$ cat config.mk
export PLATFORM = sky130hd
export DESIGN_NAME = fetch_queue
export DESIGN_NICKNAME = d
export VERILOG_FILES = /design/src/rtl/fetch_queue_pkg.sv /design/src/rtl/fq_ram.sv /design/src/rtl/fetch_queue.sv
export SDC_FILE = /design/constraint.sdc
export NUM_CORES = 1
export LEC_CHECK = 0
export BUFFER_PORTS_ARGS = -buffer_cell sky130_fd_sc_hd__buf_4
export CELL_PAD_IN_SITES_DETAIL_PLACEMENT = 0
export CELL_PAD_IN_SITES_GLOBAL_PLACEMENT = 1
export CORE_MARGIN = 2
export CORE_UTILIZATION = 49
export DETAILED_ROUTE_END_ITERATION = 8
export GPL_TIMING_DRIVEN = 0
export PLACE_DENSITY_LB_ADDON = 0.3
export SYNTH_ARGS = -nofsm -noshare
export SYNTH_HDL_FRONTEND = slang
export SYNTH_HIERARCHICAL = 1
export SYNTH_SLANG_ARGS = --single-unit
export TNS_END_PERCENT = 20
$ cat constraint.sdc
create_clock -name clk -period 7.7 [get_ports clk]
set_clock_uncertainty 0.15 [all_clocks]
set_input_delay 0.77 -clock clk [delete_from_list [all_inputs] [get_ports clk]]
set_output_delay 0.77 -clock clk [all_outputs]
set_load 0.05 [all_outputs]
$ cat src/rtl/fetch_queue_pkg.sv
// Shared types for the instruction fetch queue: bus request/response, queue entry, FSM states.
package fetch_queue_pkg;

    typedef struct packed {
        logic        valid;
        logic [31:0] addr;
    } ibus_req_t;

    typedef struct packed {
        logic        addr_ok;
        logic        data_ok;
        logic [31:0] data;
    } ibus_resp_t;

    typedef struct packed {
        logic [31:0] pc;
        logic [31:0] instr;
        logic        addrError;
    } fq_entry_t;

    typedef enum logic [2:0] {
        IDLE,
        REQ,
        WAIT,
        KILL_REQ,
        KILL_WAIT
    } fq_state_e;

    function automatic logic isAligned(input logic [31:0] addr);
        return addr[1:0] == 2'b00;
    endfunction

endpackage

$ cat src/rtl/fq_ram.sv
// Fetch queue storage: one write port, one asynchronous read port; contents are never reset.
module fq_ram
    import fetch_queue_pkg::*;
#(
    parameter int DEPTH = 4
) (
    input  logic                     clk,
    input  logic                     wrEn,
    input  logic [$clog2(DEPTH)-1:0] wrAddr,
    input  fq_entry_t                wrData,
    input  logic [$clog2(DEPTH)-1:0] rdAddr,
    output fq_entry_t                rdData
);

    fq_entry_t mem [DEPTH];

    always_ff @(posedge clk) begin
        if (wrEn) begin
            mem[wrAddr] <= wrData;
        end
    end

    assign rdData = mem[rdAddr];

endmodule

$ cat src/rtl/fetch_queue.sv
// Instruction fetch unit: one outstanding bus request feeding a small in-order queue,
// with redirect flushing and kill tracking for in-flight requests.
module fetch_queue
    import fetch_queue_pkg::*;
#(
    parameter int          DEPTH    = 4,
    parameter logic [31:0] RESET_PC = 32'hbfc0_0000
) (
    input  logic                       clk,
    input  logic                       resetn,
    output ibus_req_t                  ireq,
    input  ibus_resp_t                 iresp,
    input  logic                       redirect_valid,
    input  logic [31:0]                redirect_pc,
    output logic                       out_valid,
    input  logic                       out_ready,
    output logic [31:0]                out_pc,
    output logic [31:0]                out_instr,
    output logic                       out_addr_error,
    output logic [$clog2(DEPTH+1)-1:0] count
);

    localparam int AW = $clog2(DEPTH);
    localparam int CW = $clog2(DEPTH + 1);
    localparam logic [CW-1:0] FULL = CW'(DEPTH);

    fq_state_e   stateReg, stateNext;
    logic [31:0] fetchPcReg;
    logic [31:0] busAddrReg;
    logic [AW-1:0] wrPtrReg, rdPtrReg;
    logic [CW-1:0] countReg;
    logic        haltReg;

    fq_entry_t   headEntry, pushEntry;
    logic        doPop, doPush, busPush, errPush, freeSlot, pcAligned;

    assign pcAligned = isAligned(fetchPcReg);
    assign doPop     = out_valid & out_ready & ~redirect_valid;
    assign freeSlot  = (countReg != FULL) | doPop;
    // A misaligned PC produces one error entry, then fetch parks until redirected.
    assign errPush   = (stateReg == IDLE) & freeSlot & ~pcAligned & ~haltReg & ~redirect_valid;
    assign busPush   = ~redirect_valid & iresp.data_ok &
                       (((stateReg == REQ) & iresp.addr_ok) | (stateReg == WAIT));
    assign doPush    = busPush | errPush;

    always_comb begin
        pushEntry = '0;
        if (errPush) begin
            pushEntry.pc        = fetchPcReg;
            pushEntry.addrError = 1'b1;
        end else begin
            pushEntry.pc    = busAddrReg;
            pushEntry.instr = iresp.data;
        end
    end

    always_ff @(posedge clk or negedge resetn) begin
        if (!resetn) begin
            stateReg <= IDLE;
        end else begin
            stateReg <= stateNext;
        end
    end

    always_comb begin
        stateNext = stateReg;
        case (stateReg)
            IDLE: begin
                if (!redirect_valid && !haltReg && freeSlot && pcAligned) begin
                    stateNext = REQ;
                end
            end
            REQ: begin
                if (iresp.addr_ok) begin
                    if (iresp.data_ok)       stateNext = IDLE;
                    else if (redirect_valid) stateNext = KILL_WAIT;
                    else                     stateNext = WAIT;
                end else if (redirect_valid) begin
                    stateNext = KILL_REQ;
                end
            end
            WAIT: begin
                if (iresp.data_ok)       stateNext = IDLE;
                else if (redirect_valid) stateNext = KILL_WAIT;
            end
            KILL_REQ: begin
                if (iresp.addr_ok) stateNext = iresp.data_ok ? IDLE : KILL_WAIT;
            end
            KILL_WAIT: begin
                if (iresp.data_ok) stateNext = IDLE;
            end
            default: stateNext = IDLE;
        endcase
    end

    // busAddrReg keeps the issued address stable in KILL_REQ while fetchPcReg moves on.
    always_comb begin
        ireq       = '0;
        ireq.valid = (stateReg == REQ) || (stateReg == KILL_REQ);
        ireq.addr  = busAddrReg;
    end

    always_ff @(posedge clk or negedge resetn) begin
        if (!resetn) begin
            fetchPcReg <= RESET_PC;
            busAddrReg <= RESET_PC;
            wrPtrReg   <= '0;
            rdPtrReg   <= '0;
            countReg   <= '0;
            haltReg    <= 1'b0;
        end else if (redirect_valid) begin
            fetchPcReg <= redirect_pc;
            wrPtrReg   <= '0;
            rdPtrReg   <= '0;
            countReg   <= '0;
            haltReg    <= 1'b0;
        end else begin
            if (stateReg == IDLE) busAddrReg <= fetchPcReg;
            if (doPush)           wrPtrReg   <= wrPtrReg + 1'b1;
            if (doPop)            rdPtrReg   <= rdPtrReg + 1'b1;
            if (busPush)          fetchPcReg <= fetchPcReg + 32'd4;
            if (errPush)          haltReg    <= 1'b1;
            case ({doPush, doPop})
                2'b10:   countReg <= countReg + 1'b1;
                2'b01:   countReg <= countReg - 1'b1;
                default: countReg <= countReg;
            endcase
        end
    end

    fq_ram #(.DEPTH(DEPTH)) uRam (
        .clk    (clk),
        .wrEn   (doPush),
        .wrAddr (wrPtrReg),
        .wrData (pushEntry),
        .rdAddr (rdPtrReg),
        .rdData (headEntry)
    );

    assign out_valid      = (countReg != '0);
    assign out_pc         = headEntry.pc;
    assign out_instr      = headEntry.instr;
    assign out_addr_error = out_valid & headEntry.addrError;
    assign count          = countReg;

endmodule

==> results.toml <==
[timing]
maxSlewHeadroom_pct = 33.7
hold_ws_ns = 0.281
hold_violations = 0
worst_pin_slew_ns = 0.995
finalSetupViolations = 0
rsz0062_at_grt = "no"
post-route-period-util_pct = 42.9
worst_slack_ns = 4.40
maxSlewViolCount = 0
post-route-min-period_ns = 3.30
max_freq_mhz = 303

[finish]
fillCellCount = 2213
syn_to_final_growth_pct = 21.9
layout.nets = 1120
multi_input_area_um2 = 3800
ff_latch_area_um2 = 9710
layout-drive-gt1-share_pct = 37.1
layout_common_cells = "edfxtp_1 (260), buf_4 (172), nand2_1 (124)"
final_common_cell = "edfxtp_1"
antenna_cells = 0

[route]
routed_via_density = 5.41
routed_wl_mm = 29.9
antenna_left = 0
first_iter_violations = 545
wire_per_inst_um = 20.6
drcViolationCount = 0
dr.pass1.iters = 5
vias = 7865

[placement]
place.port_buffers = 170
post-place-ws_ns = 4.03
dp_hpwl_mm = 19.9
gp_congestion = 0.823

[run_status]
outcome = "complete, no violations"

[critical_path]
arrival_ns = 3.36
critPathLaunchType = "flop"
cpMostUsedCell = "buf_6"
critPathMaxFanout = 11
cp.required_ns = 7.76
cpMaxStageDelayCell = "nor3b_2"
critical_path.top_delay_family = "buffers and inverters"
crit_buf_inv = 6
crit_type = "reg2reg"
slowest_delay_ns = 0.56
path_cells = "clkbuf_1, nor3_1, o2111ai_2, buf_2, buf_2, o21ai_0, nor3b_2, buf_6, buf_6, buf_6"
endpoint_kind = "flop"

[power]
combPwrFrac_pct = 41.1
leakagePower_uw = 0.00613
peakVddDrop_mv = 0.257
p_int_uw = 4430
p_sw_uw = 2770
p_seq_share_pct = 36.2
powerDensity_nw_per_um2 = 427
swShare_pct = 38.5
power_frac_clock_pct = 22.7

[global_routing]
grt_pass1_wl_mm = 45.3
grt_overflow = 0
antenna_found_initial = 0
grt_use_total_pct = 20.4
grt_max_degree = 76
grt_pass1_vias = 7894

[cts]
ctsResizeCount = 0
htree_levels = 2
post_cts_buffers = 0
cts.clk_slew.worst_paths_ns = 0.06
insertion_delay_ns = 0.52
cts_sinks = 335
cts_tree = "built"
cts_buffer_depth = 3
numCtsBuffers = 35
ctsHoldBuffers = 0
cts.root.buffer_cell = "clkbuf_16"

[die]
io_pins = 172
die_w_um = 172
core_um2 = 27800
die-area_um2 = 29600
die_h_um = 172
rows = 61
initial_utilization_pct = 49.8

[logic_synthesis]
seq_area_frac_synth_pct = 70.2
synth_seq_cells = 335
syn_area_um2 = 13800
synth-main-ff-cell = "edfxtp_1"
synthArstFlopShare_pct = 22.4
synth.avg_cell_area_um2 = 16.6
netlist_instances = 831
synth-warning-count = 6
yosysUniqueCellTypes = 56
synth_edf_count = 260
syn_nets = 903

[min_path]
hp-class = "in2async"

[run]
cap_viol_max_count = 0
[cell type report]
| type | count | area share [%] |
|---|---|---|
| Multi-Input combinational cell | 439 | 22.6 |
| Tap cell | 378 | 2.80 |
| Buffer | 48 | 1.80 |
| Clock buffer | 40 | 5.36 |
| Clock inverter | 24 | 1.27 |
| Timing Repair Buffer | 180 | 8.46 |
| Sequential cell | 335 | 57.6 |
| Inverter | 9 | 0.200 |
[stage by stage]
step | std cells | TNS [ns] | total power, µW | util [%] | cell area [µm²]
floorplan | 831 | 0 | 4740 | - | 13800
global placement | 1379 | -246.03 | 5590 | 56.1 | 15600
detailed placement | 1389 | 0 | 5640 | 56.7 | 15700
CTS | 1453 | 0 | 7280 | 60.7 | 16900
global route | 1453 | 0 | 7520 | 60.7 | 16900
finish | 1453 | 0 | 7210 | 60.7 | 16900
[cells in the mapped netlist, types with 11 or more instances]
| library cell | n | area share [%] |
|---|---|---|
| edfxtp_1 | 260 | 56 |
| clkbuf_1 | 18 | 0.49 |
| buf_2 | 21 | 0.76 |
| dfrtp_1 | 57 | 10 |
| nand3_1 | 11 | 0.40 |
| and2_1 | 34 | 1.5 |
| o21ai_0 | 27 | 0.98 |
| nor3_1 | 13 | 0.47 |
| dfstp_2 | 18 | 3.4 |
| mux4_2 | 65 | 11 |
| nand2_1 | 124 | 3.4 |
| mux2_2 | 36 | 2.9 |
| xnor2_1 | 23 | 1.5 |
| nor2_1 | 18 | 0.49 |
[kinds of logic after synthesis]
kind of cell | synth area share [%]
flip-flops | 70.2
AND/OR/NAND/NOR | 8.67
multiplexers | 13.8
AO/OA/AOI/OAI | 2.61
buffers and inverters | 2.43
XOR/XNOR | 2.03
adder cells (fa/ha/maj) | 0.235
[power groups by stage]
stage	clock, µW	sequential [µW]	combinational [µW]
final	1640	2610	2960
after global routing	1740	2640	3130
after CTS	1670	2610	3000
after detailed placement	0	2650	2990
after global placement	0	2680	2910
after floorplan	0	2930	1800
[path summary, 6_finish.rpt]
check	start	endpoint	slack (ns)	cells past startpoint
worst min-delay path	resetn	stateReg[0]	0.28	1
worst max-delay path	stateReg[2]	uRam/mem[0][8]	4.40	10
min in group clk	iresp[32]	stateReg[2]	0.28	2
max in group asynchronous	resetn	busAddrReg[15]	6.48	1
worst max register to register	stateReg[2]	uRam/mem[0][8]	4.40	10
worst min register to register	haltReg	haltReg	0.35	2
[layer usage]
layer / track usage, % / routed length, µm
met1: 28.2 / 12800
met2: 33.9 / 14700
met3: 3.34 / 1690
met4: 5.74 / 693
met5: 0 / 0
[sequential cells by signal, indices dropped and copies added (netlist names)]
signal	cells
busAddrReg	32
count	3
fetchPcReg	32
haltReg	1
rdPtrReg	2
stateReg	3
uRam/mem	260
wrPtrReg	2
(Power assumes the default switching activity.)
